`config.mk`:
```
export PLATFORM = sky130hd
export DESIGN_NAME = mode_counter
export DESIGN_NICKNAME = d
export VERILOG_FILES = /design/src/rtl/mode_counter_pkg.sv /design/src/rtl/mode_counter_tick_prescaler.sv /design/src/rtl/mode_counter.sv
export SDC_FILE = /design/constraint.sdc
export NUM_CORES = 1
export LEC_CHECK = 0
export BUFFER_PORTS_ARGS = -buffer_cell sky130_fd_sc_hd__clkbuf_2
export CORE_AREA = 2 2 43 45
export CTS_CLUSTER_DIAMETER = 80
export CTS_CLUSTER_SIZE = 8
export DETAILED_ROUTE_END_ITERATION = 8
export DIE_AREA = 0 0 45 47
export PLACE_DENSITY_LB_ADDON = 0.05
export SLEW_MARGIN = 10
export SYNTH_ARGS = -nofsm -noshare
export SYNTH_HDL_FRONTEND = slang
export SYNTH_HIERARCHICAL = 1
export SYNTH_SLANG_ARGS = --single-unit
```
`constraint.sdc`:
```
create_clock -name CLK -period 1.85 [get_ports CLK]
set_input_delay 0.0925 -clock CLK [delete_from_list [all_inputs] [get_ports CLK]]
set_output_delay 0.0925 -clock CLK [all_outputs]
set_load 0.03 [all_outputs]
```
`src/rtl/mode_counter_pkg.sv`:
```
// rtl/mode_counter_pkg.sv - shared mode and bounce-state constants for mode_counter
//
// Purpose: MODE encodings and the bounce FSM state type, shared by the
// counter top and its bench.

package mode_counter_pkg;

  localparam logic [1:0] MODE_UP     = 2'b00;
  localparam logic [1:0] MODE_DOWN   = 2'b01;
  localparam logic [1:0] MODE_BOUNCE = 2'b10;
  localparam logic [1:0] MODE_HOLD   = 2'b11;

  // The bounce state is the DIR output, so the encoding doubles as 0 = up, 1 = down.
  typedef enum logic {
    ST_UP   = 1'b0,
    ST_DOWN = 1'b1
  } bounce_state_t;

endpackage

```
`src/rtl/mode_counter_tick_prescaler.sv`:
```
// rtl/mode_counter_tick_prescaler.sv - clock-enable prescaler producing one tick per PRESCALE enabled clocks
//
// Purpose: free-running 0..PRESCALE-1 phase counter that pauses while EN is low.
// Ports:
//   CLK   - rising-edge clock
//   RESET - synchronous active-high reset, phase -> 0
//   EN    - advance enable; when low the phase holds its value
//   CLR   - synchronous phase clear (used by parallel load)
//   TICK  - combinational, high when the phase is at its last step and EN is high

module tick_prescaler #(
  parameter int PRESCALE = 1
) (
  input  logic CLK,
  input  logic RESET,
  input  logic EN,
  input  logic CLR,
  output logic TICK
);

  localparam int            PW   = (PRESCALE > 1) ? $clog2(PRESCALE) : 1;
  localparam logic [PW-1:0] LAST = PW'(PRESCALE - 1);

  logic [PW-1:0] r_cnt;
  logic          w_last;

  assign w_last = (r_cnt == LAST);

  always_ff @(posedge CLK) begin
    if (RESET || CLR) begin
      r_cnt <= '0;
    end else if (EN) begin
      r_cnt <= w_last ? '0 : r_cnt + PW'(1);
    end
  end

  assign TICK = EN && w_last;

endmodule

```
`src/rtl/mode_counter.sv`:
```
// rtl/mode_counter.sv - modulo-N up/down/bounce counter with prescaled clock enable
//
// Purpose: WIDTH-bit counter over 0..MODULUS-1 that steps once per prescaler
// tick in the selected mode and emits a one-cycle CARRY on wrap/turnaround.
// Ports:
//   CLK      - rising-edge clock
//   RESET    - synchronous active-high reset (Q=0, CARRY=0, DIR=0, prescaler=0)
//   EN       - count enable; freezes count and prescaler when low
//   MODE     - 00 up, 01 down, 10 bounce, 11 hold
//   LOAD     - synchronous parallel load, wins over a coincident tick
//   LOAD_VAL - load value, clamped to MODULUS-1
//   Q        - registered count
//   CARRY    - registered wrap/turnaround pulse
//   DIR      - registered direction, 0 up / 1 down

module mode_counter
  import mode_counter_pkg::*;
#(
  parameter int WIDTH    = 4,
  parameter int MODULUS  = 10,
  parameter int PRESCALE = 1
) (
  input  logic             CLK,
  input  logic             RESET,
  input  logic             EN,
  input  logic [1:0]       MODE,
  input  logic             LOAD,
  input  logic [WIDTH-1:0] LOAD_VAL,
  output logic [WIDTH-1:0] Q,
  output logic             CARRY,
  output logic             DIR
);

  localparam logic [WIDTH-1:0] MAXV  = WIDTH'(MODULUS - 1);
  localparam logic [WIDTH-1:0] BELOW = WIDTH'(MODULUS - 2);
  // One extra bit so MODULUS = 2^WIDTH is representable for the clamp compare.
  localparam logic [WIDTH:0]   MODW  = (WIDTH + 1)'(MODULUS);

  logic [WIDTH-1:0] r_q;
  logic             r_carry;
  bounce_state_t    r_state;

  logic [WIDTH-1:0] w_q_nxt;
  logic             w_carry_nxt;
  bounce_state_t    w_state_nxt;
  logic             w_tick;
  logic             w_pre_en;
  logic             w_over;

  assign w_pre_en = EN && (MODE != MODE_HOLD);
  assign w_over   = ({1'b0, LOAD_VAL} >= MODW);

  tick_prescaler #(
    .PRESCALE(PRESCALE)
  ) u_prescaler (
    .CLK  (CLK),
    .RESET(RESET),
    .EN   (w_pre_en),
    .CLR  (LOAD),
    .TICK (w_tick)
  );

  always_ff @(posedge CLK) begin
    if (RESET) begin
      r_q     <= '0;
      r_carry <= 1'b0;
      r_state <= ST_UP;
    end else begin
      r_q     <= w_q_nxt;
      r_carry <= w_carry_nxt;
      r_state <= w_state_nxt;
    end
  end

  always_comb begin
    w_q_nxt     = r_q;
    w_carry_nxt = 1'b0;
    w_state_nxt = r_state;
    if (LOAD) begin
      w_q_nxt = w_over ? MAXV : LOAD_VAL;
    end else if (w_tick) begin
      case (MODE)
        MODE_UP: begin
          w_state_nxt = ST_UP;
          if (r_q == MAXV) begin
            w_q_nxt     = '0;
            w_carry_nxt = 1'b1;
          end else begin
            w_q_nxt = r_q + WIDTH'(1);
          end
        end
        MODE_DOWN: begin
          w_state_nxt = ST_DOWN;
          if (r_q == '0) begin
            w_q_nxt     = MAXV;
            w_carry_nxt = 1'b1;
          end else begin
            w_q_nxt = r_q - WIDTH'(1);
          end
        end
        MODE_BOUNCE: begin
          // Turnaround skips the endpoint so it never appears on two ticks in a row.
          if (r_state == ST_UP) begin
            if (r_q == MAXV) begin
              w_q_nxt     = BELOW;
              w_state_nxt = ST_DOWN;
              w_carry_nxt = 1'b1;
            end else begin
              w_q_nxt = r_q + WIDTH'(1);
            end
          end else begin
            if (r_q == '0) begin
              w_q_nxt     = WIDTH'(1);
              w_state_nxt = ST_UP;
              w_carry_nxt = 1'b1;
            end else begin
              w_q_nxt = r_q - WIDTH'(1);
            end
          end
        end
        default: begin
        end
      endcase
    end
  end

  assign Q     = r_q;
  assign CARRY = r_carry;
  assign DIR   = r_state;

endmodule

```
After elaboration in Yosys (flattened, before gate mapping)
Cells that the tools add are included.

Add/sub/neg operators: 3. Multiplexer cells: 17. Reductions and logical operators: 11. $lt $le $gt $ge: 1. Bitwise operators: 3. Equal/unequal tests: 4.

Operators by type and width (number): 4-bit 2-to-1 mux (8); 4-bit one-hot mux with 3 select lines (1); 1-bit 2-to-1 mux (6); 1-bit one-hot mux with 3 select lines (2); 4-bit by 1-bit adder with 4-bit output, second input constant (1); 4-bit == test, second input constant (1); 4-bit >= comparator, second input constant (1); 4-bit zero test (1); 4-bit nonzero test (1); 4-bit by 1-bit subtractor with 4-bit output, second input constant (1); 1-bit inverter (3); 3-bit AND reduction (1); 3-bit nonzero test (1); 3-bit OR reduction (1); 2-bit by 1-bit == test with 1-bit output, second input constant (1); 2-bit == test, second input constant (1); 1-bit logical AND (2); 2-bit zero test (1); 2-bit inequality test, second input constant (1); 2-bit AND reduction (1); 2-bit nonzero test (1); 1-bit adder, second input constant (1); 1-bit logical OR (1).

Word-level logic and storage cells: 43. Register bits after elaboration: 7.

Longest topological paths before layout
Word-level depth: 6. Gate-level depth with buffers: 7. Depth with buffers taken out: 6.

By module
The synthesis kept the hierarchy.

Modules (own cells, without submodules): mode_counter (cells an instance 94, times used 1, area an instance 759.5 µm²); tick_prescaler (cells an instance 1, times used 1, area an instance 7.5 µm²).

Worst setup path before layout
No wires, ideal clock.

Path type: register to register. Start: register r_q[1], in the netlist Q[1]. End: register r_carry, in the netlist CARRY. Arrival time: 1854 ps. Period minus slack after synthesis: 1981 ps. Slack: -131 ps. Cell stages (with the launch flop): 8. Buffers on the path: 1. Setup time: 127 ps. Cells stage by stage: dfxtp_1 inv_1 ha_1 and3b_2 clkbuf_1 mux2_2 a222oi_1 nor3_1.

Word-level cells in the longest chain between the ends: 4.

RTL lines: start: declaration (RTL line mode_counter.sv:39) `logic [WIDTH-1:0] r_q;`; start signal: assignment (RTL line mode_counter.sv:69) `r_q <= w_q_nxt;`; 4-bit == test / 4-bit zero test (equally long branches); 1-bit 2-to-1 mux (on tied branches); 1-bit 2-to-1 mux (RTL line mode_counter.sv:103) `if (r_state == ST_UP) begin`; 1-bit one-hot mux with 3 select lines * (RTL line mode_counter.sv:82) `case (MODE)`; end signal: assignment (RTL line mode_counter.sv:70) `r_carry <= w_carry_nxt;`; end: declaration (RTL line mode_counter.sv:40) `logic r_carry;`.

Every way passes the cells marked *; elsewhere a longest branch is shown, timed or not. A chain may end at the register's enable or synchronous reset.

Final worst setup path
Start: register r_q[0], in the netlist Q[0]. End: register r_carry, in the netlist CARRY.

Same word-level chain as after synthesis.

==> qor.txt <==
status - completed
Worst Hold End - Q[1]$_SDFFE_PP0P_
asr flop ratio synth - 0
fin util - 0.530
setup ws final - 0.189 ns
FF-to-FF setup slack - 0.19 ns
largest net degree at the start of global routing - 12
Hold Slack - 0.155 ns
total number of vias - 749
starting density of the core - 0.464
count of cells along the worst hold path - 2
fin area - 875 sq um
final hold violations - 0
non-filler instance count after layout - 128
final setup fails - 0
cts repair resizes - 0
die area - 2120 sq um
detailed-route wire length per cell - 14.3 microns
initial antenna violation count - 0
Max Slew Vio Count - 0
CP peak stage delay - 0.31 ns
RSZ-0062 raised after global routing - false
Post-Syn Area per Cell - 8.07 sq um
Post-CTS Hold Buffers - 0
num rows - 15
DIE HEIGHT - 47 microns
Max Freq - 602 MHz
Pwr per Cell Area - 525 nW/um^2
VDD IR max - 0.186 mV
initial DRC count - 16
CP Cell Sequence - buf_4 > ha_1 > and3b_2 > mux2_2 > a222oi_1 > nor3_1
worst-skew pair later-pin latency - 0.24 ns
WP data required - 1.97 ns
Die X-Extent - 45 microns
Final ANT Viol Nets - 0
number of enable flip-flop cells after synthesis - 0
CP arrival - 1.78 ns
CP max FO - 9
Power Total - 0.459 mW
Synth Warn # - 6
TritonCTS Buffers - 3
worst slew pin tran - 0.326 ns
Final #Nets - 131
core area - 1650 sq um
max_cap viols - 0
DP Area - 847 sq um
Final Critical Period - 1.66 ns
period utilization - 0.898
Inserted Diodes - 0
unique cell type count in the Yosys netlist - 46
Worst Setup Start Kind - flip-flop
DR vias/cell - 5.85
post-synthesis instance area - 767 sq um
H-tree depth - 1
grt ovf - 0
Total Routing Usage GR - 0.197
pre-CTS setup slack - 0.0332 ns
DRC viols - 0
Worst R2R Path Depth - 6
CTS tree - done
post-synthesis instance total - 95
most common cell after layout, fill and taps aside - clkbuf_2
P&R area growth vs syn - 14.0%
clock tree sinks - 6
Placer Congestion - 0.817
clock skew - 0.00531 ns
CTS root buf - clkbuf_4
main flop type after synthesis - dfxtp_1
first-pass GRT wire length - 3050 microns
final wirelength - 1830 microns
drt pass-1 iters - 4
vias in the first global route - 708
clock transition at the registers of the reported paths - 0.05 ns
sequential share of the synthesized area - 0.157
Slew headroom - 0.780
worst r2r dst - CARRY$_SDFF_PP0_
#FFs+latches synth - 6
maximum clock path buffer count - 2
type of the tightest min-delay check - input pin to flip-flop
postcts setup bufs - 0
Leak - 0.401 nW
most frequent cells in the layout - clkbuf_2 (15), inv_1 (9), ha_1 (8)
HPWL after DPL - 1460 microns
RR Startpoint - Q[0]$_SDFFE_PP0P_
Crit Path Class - flip-flop to flip-flop
Placed Instances - 125
I/O Pins - 16
Critical Path Sink Type - flip-flop
Post-Syn Nets - 113
number of port buffers - 15
hold path start - RESET
slowest CP cell - dfxtp_2
layout cells sized above 1 - 0.324
setup TNS - 0 ns
==> synth_stat cells, types with 2 or more instances <==
library cell  number  share of area
nor3b_1            2          0.020
nand2b_1           6          0.049
or2_2              2          0.016
a221oi_1           2          0.023
a21oi_1            5          0.033
inv_1              9          0.044
nand2_1            3          0.015
dfxtp_1            6           0.16
a31oi_1            2          0.016
nor2_1             6          0.029
clkbuf_1           2         0.0098
a211oi_1           2          0.020
nor2b_1            2          0.016
buf_6              2          0.029
nor3_1             2          0.013
ha_1               8           0.13
o21ai_0            4          0.026
buf_4              2          0.020
==> flip-flops by register name, indices dropped and copies added (netlist names) <==
name and flops:
Q 4, CARRY 1, DIR 1
==> area by class of cell <==
type                    instances  area (sq um)
repair buffers                 20           113
inverters                       9          33.8
well taps                      17          21.3
clock buffers                   3          22.5
flip-flops and latches          6           123
multi-input cells              73           562
fillers                       156           777
==> layer usage <==
layer	part of all wire	GRT usage	wire, microns	vias up
met5	0	0	0	-
met4	0.018	0.0882	33	0
met3	0.058	0.0231	106	4
met2	0.43	0.337	782	26
met1	0.49	0.249	903	333
li1	-	-	-	386
==> where the power goes <==
group	switching [mW]	leakage [nW]	internal [mW]
registers	0.0128	0.0500	0.139
clock network	0.0463	0.0138	0.0733
logic	0.110	0.337	0.0782
==> cells by family (layout without fill, tap and decap cells) <==
group / count (synthesis) / count (layout) / share of synthesized area
compound gates: 30 / 30 / 0.294
flops: 6 / 6 / 0.157
buf+inv: 16 / 32 / 0.117
fa+ha+maj: 8 / 8 / 0.131
simple gates: 33 / 33 / 0.274
mux: 2 / 2 / 0.0277
==> worst max path at each step <==
stage	from	endpoint	slack, ns	cells past startpoint
finish	Q[0]$_SDFFE_PP0P_	CARRY$_SDFF_PP0_	0.19	6
global route	Q[0]$_SDFFE_PP0P_	CARRY$_SDFF_PP0_	0.13	6
CTS	Q[1]$_SDFFE_PP0P_	CARRY$_SDFF_PP0_	0.02	6
detailed placement	Q[1]$_SDFFE_PP0P_	CARRY$_SDFF_PP0_	0.03	6
global placement	MODE[0]	Q[2]$_SDFFE_PP0P_	0.14	7
floorplan	Q[1]$_SDFFE_PP0P_	CARRY$_SDFF_PP0_	0.06	7
==> critical path: cells and delay by family, from the launching register on <==
family / cells / cell delay [ns]
and+or+nand+nor: 2 / 0.35
DFF: 1 / 0.31
muxes: 1 / 0.26
AOI/OAI and AO/OA: 1 / 0.23
adders and majority gates: 1 / 0.22
buffers and inverters: 1 / 0.16
Note: power is estimated with default switching activity, not from simulation.
